## config.mk

```make
export PLATFORM = sky130hd
export DESIGN_NAME = sram_arb_ctrl
export DESIGN_NICKNAME = d
export VERILOG_FILES = /design/src/rtl/sram_arb_ctrl.sv
export SDC_FILE = /design/constraint.sdc
export NUM_CORES = 1
export LEC_CHECK = 0
export ABC_CLOCK_PERIOD_IN_PS = 1850
export BUFFER_PORTS_ARGS = -buffer_cell sky130_fd_sc_hd__clkbuf_2
export CAP_MARGIN = 20
export CORE_AREA = 2 2 151 153
export CTS_BUF_LIST = sky130_fd_sc_hd__clkbuf_2 sky130_fd_sc_hd__clkbuf_4 sky130_fd_sc_hd__clkbuf_8
export DETAILED_ROUTE_END_ITERATION = 10
export DIE_AREA = 0 0 153 155
export HOLD_SLACK_MARGIN = 0.1
export PLACE_DENSITY_LB_ADDON = 0.08
export RECOVER_POWER = 50
export SLEW_MARGIN = 5
export SYNTH_ARGS = -nofsm -noshare
export SYNTH_HDL_FRONTEND = slang
export SYNTH_SLANG_ARGS = --single-unit
export TNS_END_PERCENT = 50
```

## constraint.sdc

```tcl
create_clock -name clk_i -period 1.85 [get_ports clk_i]
set_input_delay 0.2775 -clock clk_i [delete_from_list [all_inputs] [get_ports clk_i]]
set_output_delay 0.2775 -clock clk_i [all_outputs]
set_load 0.1 [all_outputs]
```

## src/rtl/sram_arb_ctrl.sv

```systemverilog
// Round-robin arbiter sharing one single-port, 1-cycle-latency SRAM among NUM_PORTS
// requesters. It can zero-fill the array after reset and routes read data back to its owner.
//
// state   | meaning
// ST_INIT | sweeping the array with zero writes, no grants
// ST_RUN  | arbitrating requesters onto the SRAM
module sram_arb_ctrl #(
  parameter int NUM_PORTS  = 2,
  parameter int DATA_WIDTH = 64,
  parameter int NUM_WORDS  = 1024,
  parameter int INIT_ZERO  = 1,
  localparam int AW = (NUM_WORDS > 1) ? $clog2(NUM_WORDS) : 1,
  localparam int BW = (DATA_WIDTH + 7) / 8
) (
  input  logic                            clk_i,
  input  logic                            rst_i,
  input  logic [NUM_PORTS-1:0]            req_i,
  input  logic [NUM_PORTS-1:0]            we_i,
  input  logic [NUM_PORTS*AW-1:0]         addr_i,
  input  logic [NUM_PORTS*DATA_WIDTH-1:0] wdata_i,
  input  logic [NUM_PORTS*BW-1:0]         be_i,
  output logic [NUM_PORTS-1:0]            gnt_o,
  output logic [NUM_PORTS-1:0]            rvalid_o,
  output logic [DATA_WIDTH-1:0]           rdata_o,
  output logic                            init_done_o,
  output logic                            sram_req_o,
  output logic                            sram_we_o,
  output logic [AW-1:0]                   sram_addr_o,
  output logic [DATA_WIDTH-1:0]           sram_wdata_o,
  output logic [BW-1:0]                   sram_be_o,
  input  logic [DATA_WIDTH-1:0]           sram_rdata_i
);

  localparam int PW = (NUM_PORTS > 1) ? $clog2(NUM_PORTS) : 1;

  typedef enum logic {ST_INIT, ST_RUN} state_t;

  state_t               state_q, state_d;
  logic [AW-1:0]        cnt_q, cnt_d;
  logic [PW-1:0]        ptr_q, ptr_d;
  logic [PW-1:0]        win;
  logic                 found;
  logic [NUM_PORTS-1:0] gnt_d;
  logic [NUM_PORTS-1:0] rvalid_q;
  logic                 init_done_q;

  always_ff @(posedge clk_i or posedge rst_i) begin
    if (rst_i) begin
      state_q     <= (INIT_ZERO != 0) ? ST_INIT : ST_RUN;
      cnt_q       <= '0;
      ptr_q       <= '0;
      rvalid_q    <= '0;
      init_done_q <= (INIT_ZERO == 0);
    end else begin
      state_q     <= state_d;
      cnt_q       <= cnt_d;
      ptr_q       <= ptr_d;
      rvalid_q    <= gnt_d & ~we_i;
      init_done_q <= (state_d == ST_RUN);
    end
  end

  always_comb begin
    int idx;
    found        = 1'b0;
    win          = '0;
    gnt_d        = '0;
    state_d      = state_q;
    cnt_d        = cnt_q;
    ptr_d        = ptr_q;
    sram_req_o   = 1'b0;
    sram_we_o    = 1'b0;
    sram_addr_o  = '0;
    sram_wdata_o = '0;
    sram_be_o    = '0;

    // First requester at or after the pointer, wrapping modulo NUM_PORTS.
    for (int i = 0; i < NUM_PORTS; i++) begin
      idx = int'(ptr_q) + i;
      if (idx >= NUM_PORTS) idx = idx - NUM_PORTS;
      if (!found && req_i[idx]) begin
        found = 1'b1;
        win   = PW'(idx);
      end
    end

    // Outputs are forced quiet while reset is held, whatever the state register holds.
    if (!rst_i) begin
      case (state_q)
        ST_INIT: begin
          sram_req_o  = 1'b1;
          sram_we_o   = 1'b1;
          sram_be_o   = '1;
          sram_addr_o = cnt_q;
          cnt_d       = cnt_q + 1'b1;
          if (cnt_q == AW'(NUM_WORDS - 1)) state_d = ST_RUN;
        end
        ST_RUN: begin
          if (found) begin
            gnt_d[win]   = 1'b1;
            sram_req_o   = 1'b1;
            sram_we_o    = we_i[win];
            sram_addr_o  = addr_i[int'(win)*AW +: AW];
            sram_wdata_o = wdata_i[int'(win)*DATA_WIDTH +: DATA_WIDTH];
            sram_be_o    = be_i[int'(win)*BW +: BW];
            ptr_d        = (int'(win) == NUM_PORTS - 1) ? '0 : PW'(int'(win) + 1);
          end
        end
        default: state_d = ST_RUN;
      endcase
    end
  end

  assign gnt_o       = gnt_d;
  assign rvalid_o    = rvalid_q;
  assign rdata_o     = sram_rdata_i;
  assign init_done_o = init_done_q;

endmodule
```

==> run metrics, run 1 <==
status=finished, violations left; failing checks=setup timing; syn_area_per_cell=between 8 and 9 sq um; Leak=approximately 2.4 nW; final-report max-slew violation count=0; worst path cell trace=nor2b_4 -> and2_4 -> buf_12 -> a22o_1 -> a21o_4 -> buf_12; worst skew pair latency=around 0.25 ns; die width=153 microns; Max Buffers Root-to-Sink=2; sequential area share after synthesis=0.1657; dpl hpwl=11390 microns; CTS tree=yes; met1 WL=4636 microns; highest routed metal layer=met5; final WL=13030 microns; Cell variety after synth=31; critical path class=reg -> out; Cells after DPL=714; DP Area=roughly 5000 sq um; first-pass GRT wire length=18170 microns; Placement Rows=between 50 and 60; Die Y=155 microns; layout cells sized above 1=0.8565; CP required=between 1.5 and 2 ns; slowest CP cell=dfrtp_4; Worst Clk Skew=0.003605 ns; Synth Flop Type=dfrtp_1; Area Growth Syn to Fin=143.9%; starting density of the core=0.09513; Avg WL per Cell=17.95 microns; Finished Cell Area=roughly 5200 sq um; Synth area leader=a22o_1; detailed route wirelength on metal3=1439 microns; startpoint types=register; Vias/cell=3.668; Slew HR=0.3846; DR iter-0 viols=83; gr ovfl total=0; final worst slack=-0.1857 ns; nature of the critical path endpoint=output port; clk root buf=clkbuf_8; Synth Cell Area=2115 sq um; IO Pins=387; RSZ-0062 raised after global routing=yes; vias in the first global route=2792; crit path time final=2.036 ns; Critical Path Start=init_done_o; post-synthesis async set-or-reset flop share=1.000; Total Routing Usage GR=0.1003; Synth Instances=roughly 240; Yosys warning total=0; Final Hold Fails=0; max incr delay on CP=0.48 ns; CTS Sinks=14; Finish-stage setup viols=between 70 and 80; Post-route DRC=0; ANT nets after route=0; Synth top cells by count=a22o_1, buf_4, dfrtp_1; HP Start=we_i[0]; top post-synthesis cells by area=a22o_1, buf_4, dfrtp_1, a21o_1, buf_6; largest net degree at the start of global routing=29; drt first pass iters=4; core area=22230 sq um; register bit total from synthesis=14; Max-Cap Viols=0; Critical Path Fanout Max=6; Tcrit/Tclk final=1.100; final non-filler cell total=726; area share of the largest cell type after synthesis=0.2982; Syn Nets=~480; H-tree levels=1; RR Startpoint=init_done_o; die area=23720 sq um; peak supply drop=0.0002306 V; metal2 WL=6627 microns; Worst path most repeated cell=buf_12; GPL Wtd Cong=0.6694; initial antenna violation count=4; input/output buffers=roughly 260; nets=675; slew of the pin with the lowest slew margin=0.9231 ns; Post-synth EDFFs=0; Clock Pin Slew Worst Setup and Hold Paths=0.07 ns; Arr. time, crit path=1.76 ns; HP Class=in -> reg; TritonCTS Buffers=3; hold buffers post-CTS=0; via count=2663; fmax=roughly 0.5 GHz; pwr dens=383.4 nW/um^2
==> metal layers <==
| metal | up-vias | GRT usage |
|---|---|---|
| li1 | 1247 | - |
| met1 | 1230 | 0.1058 |
| met2 | 148 | 0.1789 |
| met3 | 34 | 0.04540 |
| met4 | 4 | 0.03175 |
| met5 | - | 0 |
==> what timing repair did <==
item,in CTS,in global routing
gates cloned,0,2
setup endpoints to repair,84,85
pin swaps,7,5
buffers inserted,1,3
resized for setup,4,9
==> path summary, 6_finish.rpt <==
kind                            slack [ns]             end  cells past startpoint
min in group asynchronous             0.36           ptr_q                      3
worst min register to register        0.51        cnt_q[8]                      1
worst max register to register        0.12        cnt_q[7]                      7
max in group asynchronous             0.83     init_done_o                      3
worst min-delay path                  0.23     rvalid_o[0]                      2
worst max-delay path                 -0.19  sram_addr_o[3]                      6
==> metrics by stage <==
| step | setup slack (ns) | TNS, ns | utilization | hold WS [ns] | total power, W |
|---|---|---|---|---|---|
| after floorplan | -0.3287 | -12.20 | - | 0.1806 | 0.001782 |
| after detailed placement | 0.01529 | 0 | 0.2232 | 0.3795 | 0.001665 |
| final | -0.1857 | -9.764 | 0.2320 | 0.2329 | 0.001978 |
| after global routing | -0.2509 | -15.51 | 0.2318 | 0.2396 | 0.002085 |
| after global placement | 0.04509 | 0 | 0.2232 | 0.3935 | 0.001667 |
| after CTS | -0.2100 | -11.44 | 0.2274 | 0.1089 | 0.001990 |
==> cells in the final DEF, fill, tap and decap left out, types with 2 or more instances in the layout <==
cell / count
clkbuf_2: 172
buf_12: 92
a22o_2: 36
a22o_4: 23
a22o_1: 13
dfrtp_1: 13
a21o_4: 9
a21oi_2: 7
buf_4: 7
xnor2_1: 6
a22oi_2: 5
nand2_1: 4
clkbuf_8: 4
buf_6: 4
nor2_1: 3
nand4_1: 3
xor2_1: 3
diode_2: 2
nand3_1: 2
inv_1: 2
a22oi_1: 2
and2_4: 2
o21ai_0: 2
mux2i_1: 2
o22ai_2: 2
o21ai_2: 2
==> kinds of logic (layout without fill, tap and decap cells) <==
group                    count (synthesis)  in the layout  share of synthesized area
AND/OR/NAND/NOR                         21             22                    0.05444
multiplexers                             5              5                    0.02426
XOR/XNOR                                 9              9                    0.03728
flip-flops                              14             14                     0.1657
buffers and inverters                   86            283                     0.3041
adder cells (fa/ha/maj)                  1              1                   0.005916
other                                    0              2                          0
AO/OA/AOI/OAI                          105            105                     0.4083
==> state kept, by name, summed over array words and instances (netlist names) <==
signal / flops
rvalid_o: 2
init_done_o: 1
ptr_q: 1
cnt_q: 10
==> final cells by class <==
class / instances / area (sq um)
fill: 2375 / 17070
timing repair buffer: 277 / 2829
multi-input combinational: 142 / 1550
tap: 285 / 356.6
sequential: 14 / 354.1
clock buffer: 4 / 55.05
inverter: 2 / 7.507
antenna: 2 / 5.005
==> report_power, final <==
part / internal, W / switching, W
Clock: 0.000189 / 0.000127
Combinational: 0.000527 / 0.000650
Sequential: 0.000381 / 0.000104
==> worst max-delay path, delay by kind of cell, from the launching register on <==
| kind | cells | cell delay [ns] |
|---|---|---|
| and+or+nand+nor | 2 | 0.34 |
| buffers and inverters | 2 | 0.30 |
| DFF | 1 | 0.48 |
| AOI/OAI and AO/OA | 2 | 0.38 |
(Power assumes the default switching activity.)
==> run 2, diff against run 1 <==
--- a/config.mk
+++ b/config.mk
@@ -5,7 +5,7 @@
 export SDC_FILE = /design/constraint.sdc
 export NUM_CORES = 1
 export LEC_CHECK = 0
-export ABC_CLOCK_PERIOD_IN_PS = 1850
+export ABC_CLOCK_PERIOD_IN_PS = 1900
 export BUFFER_PORTS_ARGS = -buffer_cell sky130_fd_sc_hd__clkbuf_2
 export CAP_MARGIN = 20
 export CORE_AREA = 2 2 151 153
==> constraint.sdc (replaced) <==
create_clock -name clk_i -period 1.9 [get_ports clk_i]
set_input_delay 0.285 -clock clk_i [delete_from_list [all_inputs] [get_ports clk_i]]
set_output_delay 0.285 -clock clk_i [all_outputs]
set_load 0.1 [all_outputs]
==> run metrics, run 2 (synthesized netlist as in run 1, its figures left out) <==
starting density of the core=0.09513 (unchanged); most frequent cells in the layout=clkbuf_2, buf_12, a22o_4; core area=22230 sq um (unchanged); failing checks=setup timing; CP required=1.62 ns (+0.05 ns); CTS tree=yes; largest net degree at the start of global routing=35 (+21%); layout cells sized above 1=0.8575 (+0.0009690); ANT nets after route=0 (unchanged); Max-Cap Viols=0 (unchanged); most common cell after layout, fill and taps aside=clkbuf_2; die width=153 microns (unchanged); max incr delay on CP=0.48 ns (about the same); HP Class=in -> reg; Vias/cell=3.737 (+1.9%); status=finished, violations left; final non-filler cell total=734 (+1.1%); Placement Rows=55 (unchanged); final-report max-slew violation count=0 (unchanged); initial antenna violation count=0 (-4); Finished Cell Area=5617 sq um (+8.9%); RSZ-0062 raised after global routing=yes; worst skew pair latency=0.26 ns (about the same); Leak=2.701 nW (+11%); Critical Path Fanout Max=5 (-1); Biggest register=cnt_q; slowest CP cell=dfrtp_4; Arr. time, crit path=1.78 ns (+0.02 ns); die area=23720 sq um (unchanged); drt first pass iters=4 (unchanged); Finish-stage setup viols=74 (-5.1%); GPL Wtd Cong=0.6834 (+2.1%); Avg WL per Cell=17.98 microns (+0.15%); final WL=13200 microns (+1.3%); Tcrit/Tclk final=1.086; Post-route DRC=0 (unchanged); TNS Setup=-9.380 ns (+0.3838 ns); Worst Clk Skew=0.002915 ns (-0.0006897 ns); startpoint types=register; Area Growth Syn to Fin=165.6%; # diodes=0 (-2); crit path time final=2.064 ns; dpl hpwl=10220 microns (-10%); first-pass GRT wire length=17860 microns (-1.7%); max reg flops=10 (unchanged); Final Hold Fails=0 (unchanged); worst path cell trace=nor2b_4 -> and2_4 -> buf_8 -> clkbuf_16 -> a22o_4 -> buf_12; Max Buffers Root-to-Sink=2 (unchanged); TritonCTS Buffers=3 (unchanged); IO Pins=387 (unchanged); clk root buf=clkbuf_8; pwr dens=344.5 nW/um^2 (-10%); CP top delay family=flip-flops; Clock Pin Slew Worst Setup and Hold Paths=0.07 ns (about the same); slew of the pin with the lowest slew margin=0.8843 ns (-0.03881 ns); Total Routing Usage GR=0.09643 (-0.003844); final worst slack=-0.1643 ns (+0.02143 ns); Bufs and invs on worst path=3 (+1); critical path class=reg -> out; CTS Sinks=14 (unchanged); nature of the critical path endpoint=output port; fmax=roughly 0.48 GHz; gr ovfl total=0 (unchanged); DP Area=4942 sq um (-0.40%); post-place setup slack=0.04047 ns (+0.02518 ns); input/output buffers=258 (unchanged); Die Y=155 microns (unchanged); via count=2743 (+3.0%); DR iter-0 viols=57 (-31%); vias in the first global route=2820 (+1.0%); peak supply drop=0.0002360 V (+2.4%); H-tree levels=1 (unchanged); Cells after DPL=713 (-0.14%); Slew HR=0.4105 (+0.02588); nets=685 (+1.5%)
-- run 2: what timing repair did --
action,in CTS,in global routing
setup endpoints to repair,82,83
pin swaps,34,18
hold buffers,0,0
buffers inserted,4,2
gates cloned,3,8
resized for setup,25,22
-- run 2: cell type report --
cell class / instances / area (sq um)
fillers: 2354 / 16610
repair buffers: 288 / 3107
multi-input cells: 141 / 1737
well taps: 285 / 356.6
flip-flops and latches: 14 / 354.1
clock buffers: 4 / 55.05
inverters: 2 / 7.507
-- run 2: power by group --
| part | internal [W] | total, W | switching [W] | leakage (nW) |
|---|---|---|---|---|
| Clock | 0.000184 | 0.000314 | 0.000130 | 0.0288 |
| Sequential | 0.000371 | 0.000473 | 0.000102 | 0.182 |
| Combinational | 0.000507 | 0.00115 | 0.000640 | 2.49 |
| Total | 0.00106 | 0.00193 | 0.000872 | 2.70 |
-- run 2: worst paths after layout --
check / start / endpoint / slack [ns] / cells after the start
hold reg to reg: cnt_q[6] / cnt_q[6] / 0.49 / 1
max in group asynchronous: rst_i / init_done_o / 0.92 / 3
hold / removal: we_i[0] / rvalid_o[0] / 0.19 / 2
min in group asynchronous: rst_i / ptr_q / 0.34 / 3
setup reg to reg: init_done_o / cnt_q[7] / 0.26 / 6
setup / recovery: init_done_o / sram_wdata_o[5] / -0.16 / 6
-- run 2: per-layer routing --
metal	GRT usage	vias to the layer above	routed length, microns
met5	0	-	0
met2	0.1843	154	7320
met1	0.1036	1294	4720
li1	-	1262	-
met4	0.02954	0	245
met3	0.02535	33	911
-- run 2: through the flow --
stage	hold WS (ns)	power, W	util
finish	0.1908	0.001935	0.2527
global route	0.1874	0.002047	0.2527
CTS	0.1082	0.001952	0.2369
detailed placement	0.3982	0.001617	0.2223
global placement	0.3835	0.001618	0.2223
floorplan	0.1881	0.001736	-
-- run 2: worst reg2reg max path, cell delays in order (launching register included) --
cell and delay [ns]:
dfrtp_4 0.48, buf_6 0.17, nor2_1 0.12, buf_6 0.18, nand4_1 0.23, nand2b_1 0.22, xnor2_1 0.12
